### src/rtl/ic_pkg.sv
// Shared instruction-cache definitions: PLRU tree types, sizing constants and
// the tree walk helpers used by both the PLRU store and its verification model.
package ic_pkg;

  localparam int IC_WAYS     = 4;
  localparam int IC_LINES    = 256;
  localparam int PLRU_MAX_TB = 7;   // widest tree supported (8 ways)
  localparam int PLRU_MAX_WW = 3;

  typedef logic [IC_WAYS-2:0]         ic_plru_t;
  typedef logic [$clog2(IC_WAYS)-1:0] ic_way_t;
  typedef logic [PLRU_MAX_TB-1:0]     plru_vec_t;
  typedef logic [PLRU_MAX_WW-1:0]     plru_idx_t;

  typedef enum int {BEHAVIORAL, GOWIN} ic_impl_e;
  typedef enum logic {ST_INIT, ST_RUN} plru_state_e;

  function automatic int plru_levels(input int ways);
    int n;
    n = 0;
    for (int i = 0; i < PLRU_MAX_WW; i++)
      if ((1 << i) < ways) n++;
    return n;
  endfunction

  // Walk from the root; each node bit picks the half holding the victim.
  function automatic plru_idx_t plru_victim(input plru_vec_t bits, input int ways = IC_WAYS);
    plru_idx_t node;
    plru_idx_t way;
    node = '0;
    way  = '0;
    for (int lvl = 0; lvl < PLRU_MAX_WW; lvl++) begin
      if (lvl < plru_levels(ways)) begin
        way  = {way[PLRU_MAX_WW-2:0], bits[node]};
        node = (node << 1) + plru_idx_t'(1) + plru_idx_t'(bits[node]);
      end
    end
    return way;
  endfunction

  function automatic plru_vec_t plru_touch(input plru_vec_t bits, input plru_idx_t way,
                                           input int ways = IC_WAYS);
    plru_vec_t nb;
    plru_idx_t node;
    plru_idx_t sh;
    int        lv;
    nb   = bits;
    node = '0;
    lv   = plru_levels(ways);
    sh   = way << (PLRU_MAX_WW - lv);
    for (int lvl = 0; lvl < PLRU_MAX_WW; lvl++) begin
      if (lvl < lv) begin
        nb[node] = ~sh[PLRU_MAX_WW-1];
        node     = (node << 1) + plru_idx_t'(1) + plru_idx_t'(sh[PLRU_MAX_WW-1]);
        sh       = sh << 1;
      end
    end
    return nb;
  endfunction

endpackage

### src/rtl/ic_plru_mem.sv
// Simple dual-port 1R1W RAM holding the PLRU tree bits, one word per line.
// Read data is registered; the Gowin variant is shaped for DPB inference.
module ic_plru_mem
  import ic_pkg::*;
#(
  parameter int       LINES = IC_LINES,
  parameter int       TB    = IC_WAYS - 1,
  parameter ic_impl_e IMPL  = BEHAVIORAL,
  localparam int      LW    = $clog2(LINES)
) (
  input  logic          clk,
  input  logic          i_rd_en,
  input  logic [LW-1:0] i_rd_addr,
  output logic [TB-1:0] o_rd_data,
  input  logic          i_wr_en,
  input  logic [LW-1:0] i_wr_addr,
  input  logic [TB-1:0] i_wr_data
);

  // NOTE: the array has no reset; the owner's init sweep clears every line.
  logic [TB-1:0] r_mem [LINES];

  generate
    if (IMPL == BEHAVIORAL) begin : g_beh
      // NOTE: non-blocking assignments keep read-before-write ordering exact.
      always_ff @(posedge clk) begin
        if (i_wr_en) r_mem[i_wr_addr] <= i_wr_data;
        if (i_rd_en) o_rd_data <= r_mem[i_rd_addr];
      end
    end else if (IMPL == GOWIN) begin : g_gowin
      // Port A: read with clock enable, no output register stage.
      always_ff @(posedge clk) begin
        if (i_rd_en) o_rd_data <= r_mem[i_rd_addr];
      end
      // Port B: write only.
      always_ff @(posedge clk) begin
        if (i_wr_en) r_mem[i_wr_addr] <= i_wr_data;
      end
    end else begin : g_bad
      $error("ic_plru_mem: unsupported IMPL value");
    end
  endgenerate

endmodule

### src/rtl/ic_plru_ram.sv
// Tree-pseudo-LRU state store: init/flush sweep, 1-cycle lookup/touch pipeline
// with read-modify-write and same-line forwarding between consecutive requests.
module ic_plru_ram
  import ic_pkg::*;
#(
  parameter int       WAYS  = IC_WAYS,
  parameter int       LINES = IC_LINES,
  parameter ic_impl_e IMPL  = BEHAVIORAL,
  localparam int      TB    = WAYS - 1,
  localparam int      LW    = $clog2(LINES),
  localparam int      WW    = $clog2(WAYS)
) (
  input  logic          clk,
  input  logic          rst_n,
  input  logic          flush,
  output logic          req_ready,
  input  logic          req_valid,
  input  logic [LW-1:0] req_line,
  input  logic          req_touch,
  input  logic [WW-1:0] req_way,
  output logic          rsp_valid,
  output logic [TB-1:0] rsp_bits,
  output logic [WW-1:0] rsp_victim
);

  plru_state_e   r_state, w_state_nxt;
  logic [LW-1:0] r_cnt, w_cnt_nxt;
  logic          r_s1_valid, r_s1_touch, r_fwd;
  logic [LW-1:0] r_s1_line;
  logic [WW-1:0] r_s1_way;
  logic [TB-1:0] r_fwd_bits;

  logic          w_accept, w_collide, w_s1_we;
  logic [TB-1:0] w_rd_data, w_cur_bits, w_new_bits;
  logic          w_wr_en;
  logic [LW-1:0] w_wr_addr;
  logic [TB-1:0] w_wr_data;

  // Outputs are gated by rst_n so a pending op vanishes in the reset cycle itself.
  assign req_ready  = rst_n & (r_state == ST_RUN);
  assign w_accept   = req_valid & req_ready & ~flush;
  assign rsp_valid  = rst_n & r_s1_valid;
  assign w_s1_we    = rsp_valid & r_s1_touch;
  assign w_collide  = w_accept & w_s1_we & (req_line == r_s1_line);

  assign w_cur_bits = r_fwd ? r_fwd_bits : w_rd_data;
  assign w_new_bits = TB'(plru_touch(PLRU_MAX_TB'(w_cur_bits), PLRU_MAX_WW'(r_s1_way), WAYS));
  assign rsp_bits   = rsp_valid ? w_cur_bits : '0;
  assign rsp_victim = rsp_valid ? WW'(plru_victim(PLRU_MAX_TB'(w_cur_bits), WAYS)) : '0;

  always_comb begin
    // NOTE: defaults first so every path assigns and no latch is inferred.
    w_state_nxt = r_state;
    w_cnt_nxt   = r_cnt;
    w_wr_en     = 1'b0;
    w_wr_addr   = r_s1_line;
    w_wr_data   = w_new_bits;
    unique case (r_state)
      ST_INIT: begin
        w_wr_en   = 1'b1;
        w_wr_addr = r_cnt;
        w_wr_data = '0;
        if (flush) begin
          w_cnt_nxt = '0;
        end else begin
          w_cnt_nxt = r_cnt + LW'(1);
          if (r_cnt == LW'(LINES - 1)) w_state_nxt = ST_RUN;
        end
      end
      ST_RUN: begin
        w_wr_en = w_s1_we;
        if (flush) begin
          w_state_nxt = ST_INIT;
          w_cnt_nxt   = '0;
        end
      end
      default: ;
    endcase
  end

  always_ff @(posedge clk) begin
    if (!rst_n) begin
      r_state    <= ST_INIT;
      r_cnt      <= '0;
      r_s1_valid <= 1'b0;
      r_fwd      <= 1'b0;
    end else begin
      r_state    <= w_state_nxt;
      r_cnt      <= w_cnt_nxt;
      r_s1_valid <= w_accept;
      r_fwd      <= w_collide;
    end
  end

  // Datapath registers are qualified by r_s1_valid / r_fwd and need no reset.
  always_ff @(posedge clk) begin
    if (w_accept) begin
      r_s1_line  <= req_line;
      r_s1_touch <= req_touch;
      r_s1_way   <= req_way;
    end
    if (w_collide) r_fwd_bits <= w_new_bits;
  end

  ic_plru_mem #(
    .LINES (LINES),
    .TB    (TB),
    .IMPL  (IMPL)
  ) u_mem (
    .clk       (clk),
    .i_rd_en   (w_accept & ~w_collide),
    .i_rd_addr (req_line),
    .o_rd_data (w_rd_data),
    .i_wr_en   (w_wr_en),
    .i_wr_addr (w_wr_addr),
    .i_wr_data (w_wr_data)
  );

endmodule

### config.mk
export PLATFORM = sky130hd
export DESIGN_NAME = ic_plru_ram
export DESIGN_NICKNAME = d
export VERILOG_FILES = /design/src/rtl/ic_pkg.sv /design/src/rtl/ic_plru_mem.sv /design/src/rtl/ic_plru_ram.sv
export SDC_FILE = /design/constraint.sdc
export NUM_CORES = 1
export LEC_CHECK = 0
export BUFFER_PORTS_ARGS = -buffer_cell sky130_fd_sc_hd__buf_2
export CORE_MARGIN = 5
export CORE_UTILIZATION = 47
export DETAILED_ROUTE_END_ITERATION = 12
export GPL_TIMING_DRIVEN = 1
export RECOVER_POWER = 100
export SLEW_MARGIN = 20
export SYNTH_ARGS = -nofsm -noshare
export SYNTH_HDL_FRONTEND = slang
export SYNTH_SLANG_ARGS = --single-unit
### constraint.sdc
create_clock -name clk -period 10.7 [get_ports clk]
set_input_delay 1.605 -clock clk [delete_from_list [all_inputs] [get_ports clk]]
set_output_delay 1.605 -clock clk [all_outputs]
set_load 0.01 [all_outputs]
==> impl_metrics.toml, run 1 <==
[logic_synthesis]
ys.flop_type = "edfxtp_1"
async_flop_share_pct = 0
mappedNetlistNets = 1747
synthCells = 1731
ys_seq_area_share_pct = 74.2
ys_ff_latch = 796
ys_types = 47
synth_edf_count = 785
syn_avg_cell_area_sq_um = 18.5
syn-cell-area_sq_um = 32100
synth_warnings = 0

[sta]
max_freq_mhz = 149
hold_viol = 0
rsz0062_at_grt = "false"
max-slew-margin-rel_pct = -199
finalSetupViolCount = 0
finalClockSkew_ns = 0.0281
tightestPinTransition_ns = 4.49
min_period_ns = 6.70
final.setup.tns_ns = 0
slew_violations = 728
worst_slack_ns = 4.00
hold-worst-slack_ns = 0.562
min_period_over_period_pct = 62.6

[cts]
clockBufferDepth = 3
cts_sinks = 796
path_clk_slew_ns = 0.06
ctsHoldBuffers = 0
clk_latency_ns = 0.62
root_buffer = "clkbuf_16"
htree_levels = 3
cts_resized = 0
numCtsBuffers = 82
cts_tree = "done"
post_cts_buffers = 0

[worst_setup_path]
crit_required_ns = 11.00
worst_path_largest_cell_delay_ns = 2.00
r2r_end = "u_mem.r_mem[254][1]"
reg2reg_depth = 6
path_cells = "mux2i_1 > mux2i_1 > and2_0 > clkbuf_1 > buf_4 > buf_4"
cp_max_fo = 77
startpoint_type = "register"
slowest_stage = "clkbuf_1"
crit_arrival_ns = 7.00
worst_setup_path_end_kind = "register"
crit_type = "register to register"
rr_startpoint = "u_mem.o_rd_data[1]"
ff2ff_setup_slack_ns = 4.00

[drt]
drtAntennaViolNets = 0
post_drt_wl_per_cell_um = 28.9
firstDrtPassIters = 7
avgViaCountPerCell = 6.07
drt-initial-drc-count = 1515
vias = 16300
drcViolationCount = 0
drt-total-wl_um = 77900

[global_routing]
grt_pass1_vias = 16800
grt-ovfl-total = 0
grt.total_usage_pct = 21.0
antenna_found_initial = 2
grt_start_max_net_pins = 199
grt_pass1_wl_um = 114000

[job]
maxCapViolations = 24

[layout]
fin_cells = 2691
nets = 1770
final_common_cell = "edfxtp_1"
antennaDiodeCount = 0
fin_util_pct = 52.7
area.growth.synth_to_final_pct = 10.9
drive_above_1_share_pct = 19.1
design_area_sq_um = 35500
final_cell_mix = "edfxtp_1, nor2_1, mux4_2, clkbuf_16, nand2_1"

[die]
dieArea_sq_um = 73500
die_w_um = 271
die_h_um = 271
core_sq_um = 67400
initial_utilization_pct = 47.6
ios = 22
core.rowCount = 95

[min_path]
hold_path.class = "register to register"
hold_end = "r_state"
hp-start = "r_cnt[7]"
hold_depth = 2

[placement]
place_inst = 2542
postPlaceCellArea_sq_um = 33000
placement.io_buffers = 21
routabilityCongestion = 0.828
dpl_worst_slack_ns = 5.56
dp_hpwl_um = 45400

[pwr]
power_mw = 6.35
peakVddDrop_mv = 0.126
power.leakage_nw = 12.2
p_per_area_nw_per_um2 = 179

[outcome]
status = "finished, violations left"
violations = "capacitance limit, slew limit"
## worst max-delay path by stage
stage / from / endpoint / slack [ns] / cells after the start
detailed placement: req_line[0] / u_mem.o_rd_data[1] / 5.56 / 8
finish: u_mem.o_rd_data[1] / u_mem.r_mem[254][1] / 4.00 / 6
global route: r_fwd / u_mem.r_mem[254][1] / 3.38 / 6
floorplan: r_state / u_mem.r_mem[0][0] / 1.84 / 4
CTS: req_line[0] / u_mem.o_rd_data[1] / 6.21 / 8
global placement: req_line[0] / u_mem.o_rd_data[2] / 5.56 / 8
## final cells by class
type | instances | area [sq um]
fill | 5263 | 31900
sequential | 796 | 23800
multi-input combinational | 808 | 7670
clock buffer | 101 | 2230
tap | 873 | 1090
clock inverter | 47 | 384
timing repair buffer | 48 | 298
inverter | 18 | 67.6
## worst max-delay path: cells and delay by family, from the launching register on
kind          cells  cell delay [ns]
buf+inv           3             3.56
mux               2             0.33
simple gates      1             1.88
flops             1             0.47
## registers in the layout, summed over array words and instances, names as in the netlist
register / flops
r_s1_line: 8
r_fwd_bits: 3
r_state: 1
u_mem.r_mem: 768
r_s1_touch: 1
r_s1_way: 2
r_cnt: 8
r_s1_valid: 1
u_mem.o_rd_data: 3
r_fwd: 1
## where the power goes
group | total [mW] | switching [mW] | internal [mW]
registers | 3.38 | 0.00112 | 3.37
logic | 0.195 | 0.118 | 0.0770
clock network | 2.78 | 1.16 | 1.62
total | 6.35 | 1.27 | 5.07
## cell families after synthesis
| family | share of synthesized area, % |
|---|---|
| xor gates and xnor gates | 0.410 |
| AOI/OAI and AO/OA | 2.91 |
| adders and majority gates | 0.0390 |
| DFF | 74.2 |
| and+or+nand+nor | 5.63 |
| muxes | 14.8 |
| buffers and inverters | 1.94 |
## cells in the mapped netlist, drive strengths merged, types with 8 or more instances
cell type	number	share of area, %
a22oi	26	0.61
inv	18	0.21
buf	46	1.0
mux2i	32	1.0
nor2	283	3.3
clkbuf	63	0.74
mux4	191	13
a211oi	8	0.19
edfxtp	785	74
nand2b	11	0.21
nand3	23	0.36
o22ai	8	0.16
dfxtp	11	0.69
mux2	12	0.42
a21oi	12	0.19
nor2b	18	0.35
o32ai	13	0.36
o221ai	8	0.22
nand2	71	0.83
xnor2	10	0.27
o311ai	8	0.22
## metal layers
| metal | routed length, um | global-route usage [%] |
|---|---|---|
| met1 | 31700 | 28.8 |
| met2 | 36800 | 33.0 |
| met3 | 6950 | 5.59 |
| met4 | 2430 | 7.55 |
| met5 | 13 | 0 |
Power figures use the tool's default switching activity.
==> inputs of run 2 (changes only) <==
--- a/config.mk
+++ b/config.mk
@@ -5,6 +5,7 @@
 export SDC_FILE = /design/constraint.sdc
 export NUM_CORES = 1
 export LEC_CHECK = 0
+export ABC_AREA = 1
 export BUFFER_PORTS_ARGS = -buffer_cell sky130_fd_sc_hd__buf_2
 export CORE_MARGIN = 5
 export CORE_UTILIZATION = 47
==> constraint.sdc (replaced) <==
create_clock -name clk -period 6.1 [get_ports clk]
set_input_delay 0.915 -clock clk [delete_from_list [all_inputs] [get_ports clk]]
set_output_delay 0.915 -clock clk [all_outputs]
set_load 0.01 [all_outputs]
==> impl_metrics.toml, run 2 <==
[outcome]
status = "finished, violations left"
violations = "capacitance limit, slew limit"

[layout]
final_common_cell = "nand2_1"
largest-register = "u_mem.r_mem"
drive_above_1_share_pct = 5.60
largest_register_ffs = 768
antennaDiodeCount = 0
final_cell_mix = "nand2_1, edfxtp_1, nand3_1, nor2_1, clkbuf_16"
nets = 2971
reg_top3 = "u_mem.r_mem: 768 flops, r_cnt: 8 flops, r_s1_line: 8 flops"
area.growth.synth_to_final_pct = 9.05
num-fill-cells = 6169

[placement]
routabilityCongestion = 0.810
dp_hpwl_um = 48000
dpl_worst_slack_ns = 1.79
placement.io_buffers = 21

[sta]
max-slew-margin-rel_pct = -128
final.setup.tns_ns = 0
min_period_ns = 4.30
hold-worst-slack_ns = 0.477
hold_viol = 0
tightestPinTransition_ns = 3.41
finalClockSkew_ns = 0.0236
slew_violations = 619
finalSetupViolCount = 0
max_freq_mhz = 233
rsz0062_at_grt = "false"
min_period_over_period_pct = 70.5
worst_slack_ns = 1.80

[cts]
cts_resized = 0
post_cts_buffers = 0
clockBufferDepth = 3
ctsHoldBuffers = 0
cts_sinks = 796
clk_latency_ns = 0.63
numCtsBuffers = 82
htree_levels = 3
cts_tree = "done"
path_clk_slew_ns = 0.06
root_buffer = "clkbuf_16"

[pwr]
p_per_area_nw_per_um2 = 302
power.leakage_nw = 13.4
peakVddDrop_mv = 0.208

[drt]
drcViolationCount = 0
avgViaCountPerCell = 5.69
drtAntennaViolNets = 0
vias = 22600
firstDrtPassIters = 6
post_drt_wl_per_cell_um = 22.0
drt-total-wl_um = 87500
drt-initial-drc-count = 2255

[worst_setup_path]
critPathBufInv = 2
reg2reg_depth = 9
rr_startpoint = "r_state"
crit_type = "primary input to register"
worst_setup_path_end_kind = "register"
startpoint = "req_line[3]"
critPathTopFamily = "buffers and inverters"
cp_num_cells = 9
path_cells = "clkbuf_1 > clkbuf_1 > nand3_1 > nand3_1 > nand2_1 > nand2_1 > nand3_1 > nand3_1 > nand2_1"
startpoint_type = "primary input"
worst_path_largest_cell_delay_ns = 2.43
crit_arrival_ns = 4.69
path_common_cell = "nand3_1"
cp_max_fo = 50
crit_required_ns = 6.49
slowest_stage = "clkbuf_1"

[logic_synthesis]
synth_top_area_cell = "edfxtp_1"
synth.area.top_cells = "edfxtp_1, nand3_1, nand2_1"
synth_warnings = 0
synth_xor_area_share_pct = 0.208
ys_seq_area_share_pct = 70.8
ys.flop_type = "edfxtp_1"
synthCells = 3017
syn-cell-area_sq_um = 33600
synthSimpleGateAreaFrac_pct = 24.8
ys_types = 39
synthAdderAreaFrac_pct = 0.0372
synth_edf_count = 785
mappedNetlistNets = 3033
synth_top_area_share_pct = 70.1
ys_ff_latch = 796
synth_compound_area_share_pct = 0.480
yosysMostFrequentCell = "nand2_1"
synth_commonest_cells = "nand2_1, edfxtp_1, nand3_1"
synth_top_family_by_area = "simple AND/OR/NAND/NOR gates"
synth_mux_area_share_pct = 0.0596
syn_avg_cell_area_sq_um = 11.1
async_flop_share_pct = 0

[min_path]
hold_path.class = "primary input to register"
hold_depth = 1
hp-start = "req_way[0]"

[global_routing]
grt-ovfl-total = 0
antenna_found_initial = 1
grt_start_max_net_pins = 206
grt_pass1_vias = 22100
grt.total_usage_pct = 22.1
grt_pass1_wl_um = 131000

[die]
die_w_um = 277
core.rowCount = 98
ios = 22
die_h_um = 277
core_sq_um = 71200
dieArea_sq_um = 77000
initial_utilization_pct = 47.2

[job]
maxCapViolations = 18
==> run 2: changes by cell type after synthesis, moves of 12 or more <==
cell	before	now
nand2_1	71	855
nand3_1	23	741
mux4_2	191	0
buf_2	18	135
mux2i_1	32	2
a22oi_1	26	0
inv_1	18	44
nor2b_1	18	0
clkbuf_1	63	46
o32ai_1	13	0
mux2_2	12	0
==> run 2: worst paths after layout <==
kind / slack (ns) / endpoint
worst max register to register: 1.87 / u_mem.r_mem[242][0]
worst min register to register: 0.51 / r_cnt[7]
worst min-delay path: 0.48 / r_s1_way[0]
worst max-delay path: 1.80 / u_mem.o_rd_data[2]
==> run 2: power by group <==
| part | switching [mW] | internal (mW) |
|---|---|---|
| combinational | 0.334 | 0.115 |
| clock | 2.03 | 2.67 |
| sequential | 0.00136 | 5.92 |
| total | 2.36 | 8.71 |
==> run 2: area by class of cell <==
type                            instances  area (sq um)  area share (%)
Sequential cell                       796         23800            64.9
Clock inverter                         45           343           0.935
Clock buffer                          103          2150            5.87
Inverter                               54           224           0.611
Multi-Input combinational cell       1963          8540            23.3
Tap cell                              950          1190            3.24
Timing Repair Buffer                   58           419            1.14
==> run 2: through the flow <==
step                      total power, mW  std cells  instance area [sq um]  util (%)
final                                11.1       3969                  36700      51.5
after CTS                            11.1       3968                  36800      51.7
after detailed placement             6.48       3820                  34300      48.2
after floorplan                      6.34       3017                  33600         -
after global routing                 11.4       3969                  36700      51.5
after global placement               6.47       3819                  34300      48.1
==> run 2: cells by family (layout without fill, tap and decap cells) <==
family                     count (synthesis)  in the layout
and+or+nand+nor                         1927           1927
xor gates and xnor gates                   8              8
AOI/OAI and AO/OA                         25             25
adders and majority gates                  1              1
muxes                                      2              2
buffers and inverters                    258            260
DFF                                      796            796
==> run 2: routing by layer <==
| metal | wire length [um] | global-route usage [%] |
|---|---|---|
| met2 | 41100 | 36.2 |
| met3 | 7230 | 3.47 |
| met5 | 0 | 0 |
| met1 | 36600 | 30.8 |
| met4 | 2560 | 7.08 |
==> inputs of run 3 (changes only) <==
--- a/config.mk
+++ b/config.mk
@@ -5,7 +5,7 @@
 export SDC_FILE = /design/constraint.sdc
 export NUM_CORES = 1
 export LEC_CHECK = 0
-export ABC_AREA = 1
+export ABC_AREA = 0
 export BUFFER_PORTS_ARGS = -buffer_cell sky130_fd_sc_hd__buf_2
 export CORE_MARGIN = 5
 export CORE_UTILIZATION = 47
==> constraint.sdc (replaced) <==
create_clock -name clk -period 3.7 [get_ports clk]
set_input_delay 0.555 -clock clk [delete_from_list [all_inputs] [get_ports clk]]
set_output_delay 0.555 -clock clk [all_outputs]
set_load 0.01 [all_outputs]
==> impl_metrics.toml, run 3 (synthesized netlist as in run 1, its figures left out) <==
[outcome]
status = "finished, violations left"
violations = "capacitance limit, slew limit"

[die]
die_w_um = 271
dieArea_sq_um = 73500
core_sq_um = 67400
initial_utilization_pct = 47.6
core.rowCount = 95
ios = 22
die_h_um = 271

[drt]
drcViolationCount = 0
drtAntennaViolNets = 0
drt-initial-drc-count = 2108
firstDrtPassIters = 7
avgViaCountPerCell = 6.07
vias = 16800
post_drt_wl_per_cell_um = 28.4
drt-total-wl_um = 78400

[layout]
nets = 1839
final_cell_mix = "edfxtp_1, nor2_1, mux4_2, clkbuf_16, nand2_1"
area.growth.synth_to_final_pct = 13.1
largest_register_ffs = 768
final_common_cell = "edfxtp_1"
drive_above_1_share_pct = 22.3
antennaDiodeCount = 0
largest-register = "u_mem.r_mem"
fin_cells = 2762
reg_top3 = "u_mem.r_mem: 768 flops, r_cnt: 8 flops, r_s1_line: 8 flops"
fin_util_pct = 53.8

[cts]
cts_resized = 0
root_buffer = "clkbuf_16"
numCtsBuffers = 79
clk_latency_ns = 0.62
cts_sinks = 796
htree_levels = 3
cts_tree = "done"
ctsHoldBuffers = 0
path_clk_slew_ns = 0.07
clockBufferDepth = 3
post_cts_buffers = 0

[pwr]
p_per_area_nw_per_um2 = 519
power_mw = 18.8
power.leakage_nw = 10.0
peakVddDrop_mv = 0.327

[min_path]
hold_path.class = "primary input to register"
hp-start = "req_way[1]"
hold_end = "r_s1_way[1]"
hold_depth = 1

[sta]
finalSetupViolCount = 0
worst_slack_ns = 0.442
max-slew-margin-rel_pct = -40.4
final.setup.tns_ns = 0
max_freq_mhz = 307
slew_violations = 175
min_period_over_period_pct = 88.1
hold_viol = 0
finalClockSkew_ns = 0.0237
min_period_ns = 3.26
tightestPinTransition_ns = 2.11
rsz0062_at_grt = "false"

[placement]
dp_hpwl_um = 48900
place_inst = 2615
routabilityCongestion = 0.865
placement.io_buffers = 21
dpl_worst_slack_ns = 0.281

[job]
maxCapViolations = 2

[global_routing]
grt.total_usage_pct = 21.4
antenna_found_initial = 1
grt_pass1_wl_um = 116000
grt_pass1_vias = 17200
grt_start_max_net_pins = 143
grt-ovfl-total = 0

[worst_setup_path]
worst_setup_path_end_kind = "register"
crit_arrival_ns = 3.61
cp_max_fo = 31
crit_type = "primary input to register"
r2r_end = "u_mem.r_mem[68][0]"
reg2reg_depth = 6
rr_startpoint = "r_state"
startpoint_type = "primary input"
crit_required_ns = 4.06
ff2ff_setup_slack_ns = 0.48
[run 3: cell types whose count changed in the layout (fill, tap and decap cells not counted), moves of 12 or more]
cell	change
nand2_1	-790
a22oi_1	+26
buf_4	+51
mux4_2	+191
inv_1	-25
o32ai_1	+13
nand3_1	-719
mux2i_1	+30
nor2b_1	+16
mux2_2	+12
[run 3: final cells by class]
cell class,instances,area (sq um)
Fill cell,5168,31200
Sequential cell,796,23800
Multi-Input combinational cell,808,7650
Clock buffer,92,2050
Tap cell,873,1090
Timing Repair Buffer,120,913
Clock inverter,55,676
Inverter,18,67.6
[run 3: through the flow]
stage / hold slack, ns / area [sq um]
final: 0.105 / 36200
after global routing: 0.0865 / 36200
after CTS: 0.0710 / 36400
after detailed placement: 0.552 / 33700
after global placement: 0.533 / 33700
after floorplan: 0.515 / 32100
[run 3: report_power, final]
group / internal (mW) / switching [mW]
clock network: 4.97 / 3.43
registers: 9.76 / 0.00286
logic: 0.269 / 0.366
[run 3: worst max-delay path, cell delays in order]
cell and delay, ns:
clkbuf_1 1.47, nand2b_1 0.64, a21oi_1 0.13, nor4_1 0.52, buf_4 0.20, o311ai_1 0.07
[run 3: metal layers]
| layer | GRT usage, % | share of wire, % | vias to the layer above |
|---|---|---|---|
| li1 | - | - | 7132 |
| met1 | 31.0 | 42 | 8812 |
| met2 | 33.9 | 48 | 694 |
| met3 | 3.77 | 7.3 | 133 |
| met4 | 6.09 | 2.4 | 0 |
| met5 | 0 | 0 | - |
[run 3: worst max path at each step]
stage,from,end,slack (ns),cells past startpoint
after floorplan,r_state,u_mem.r_mem[0][0],0.1,4
after global placement,req_line[0],u_mem.o_rd_data[1],0.28,10
after detailed placement,req_line[0],u_mem.o_rd_data[1],0.28,9
after CTS,r_state,u_mem.r_mem[254][1],0.70,5
after global routing,r_state,u_mem.r_mem[149][1],0.27,7
final,req_line[4],u_mem.o_rd_data[1],0.44,6
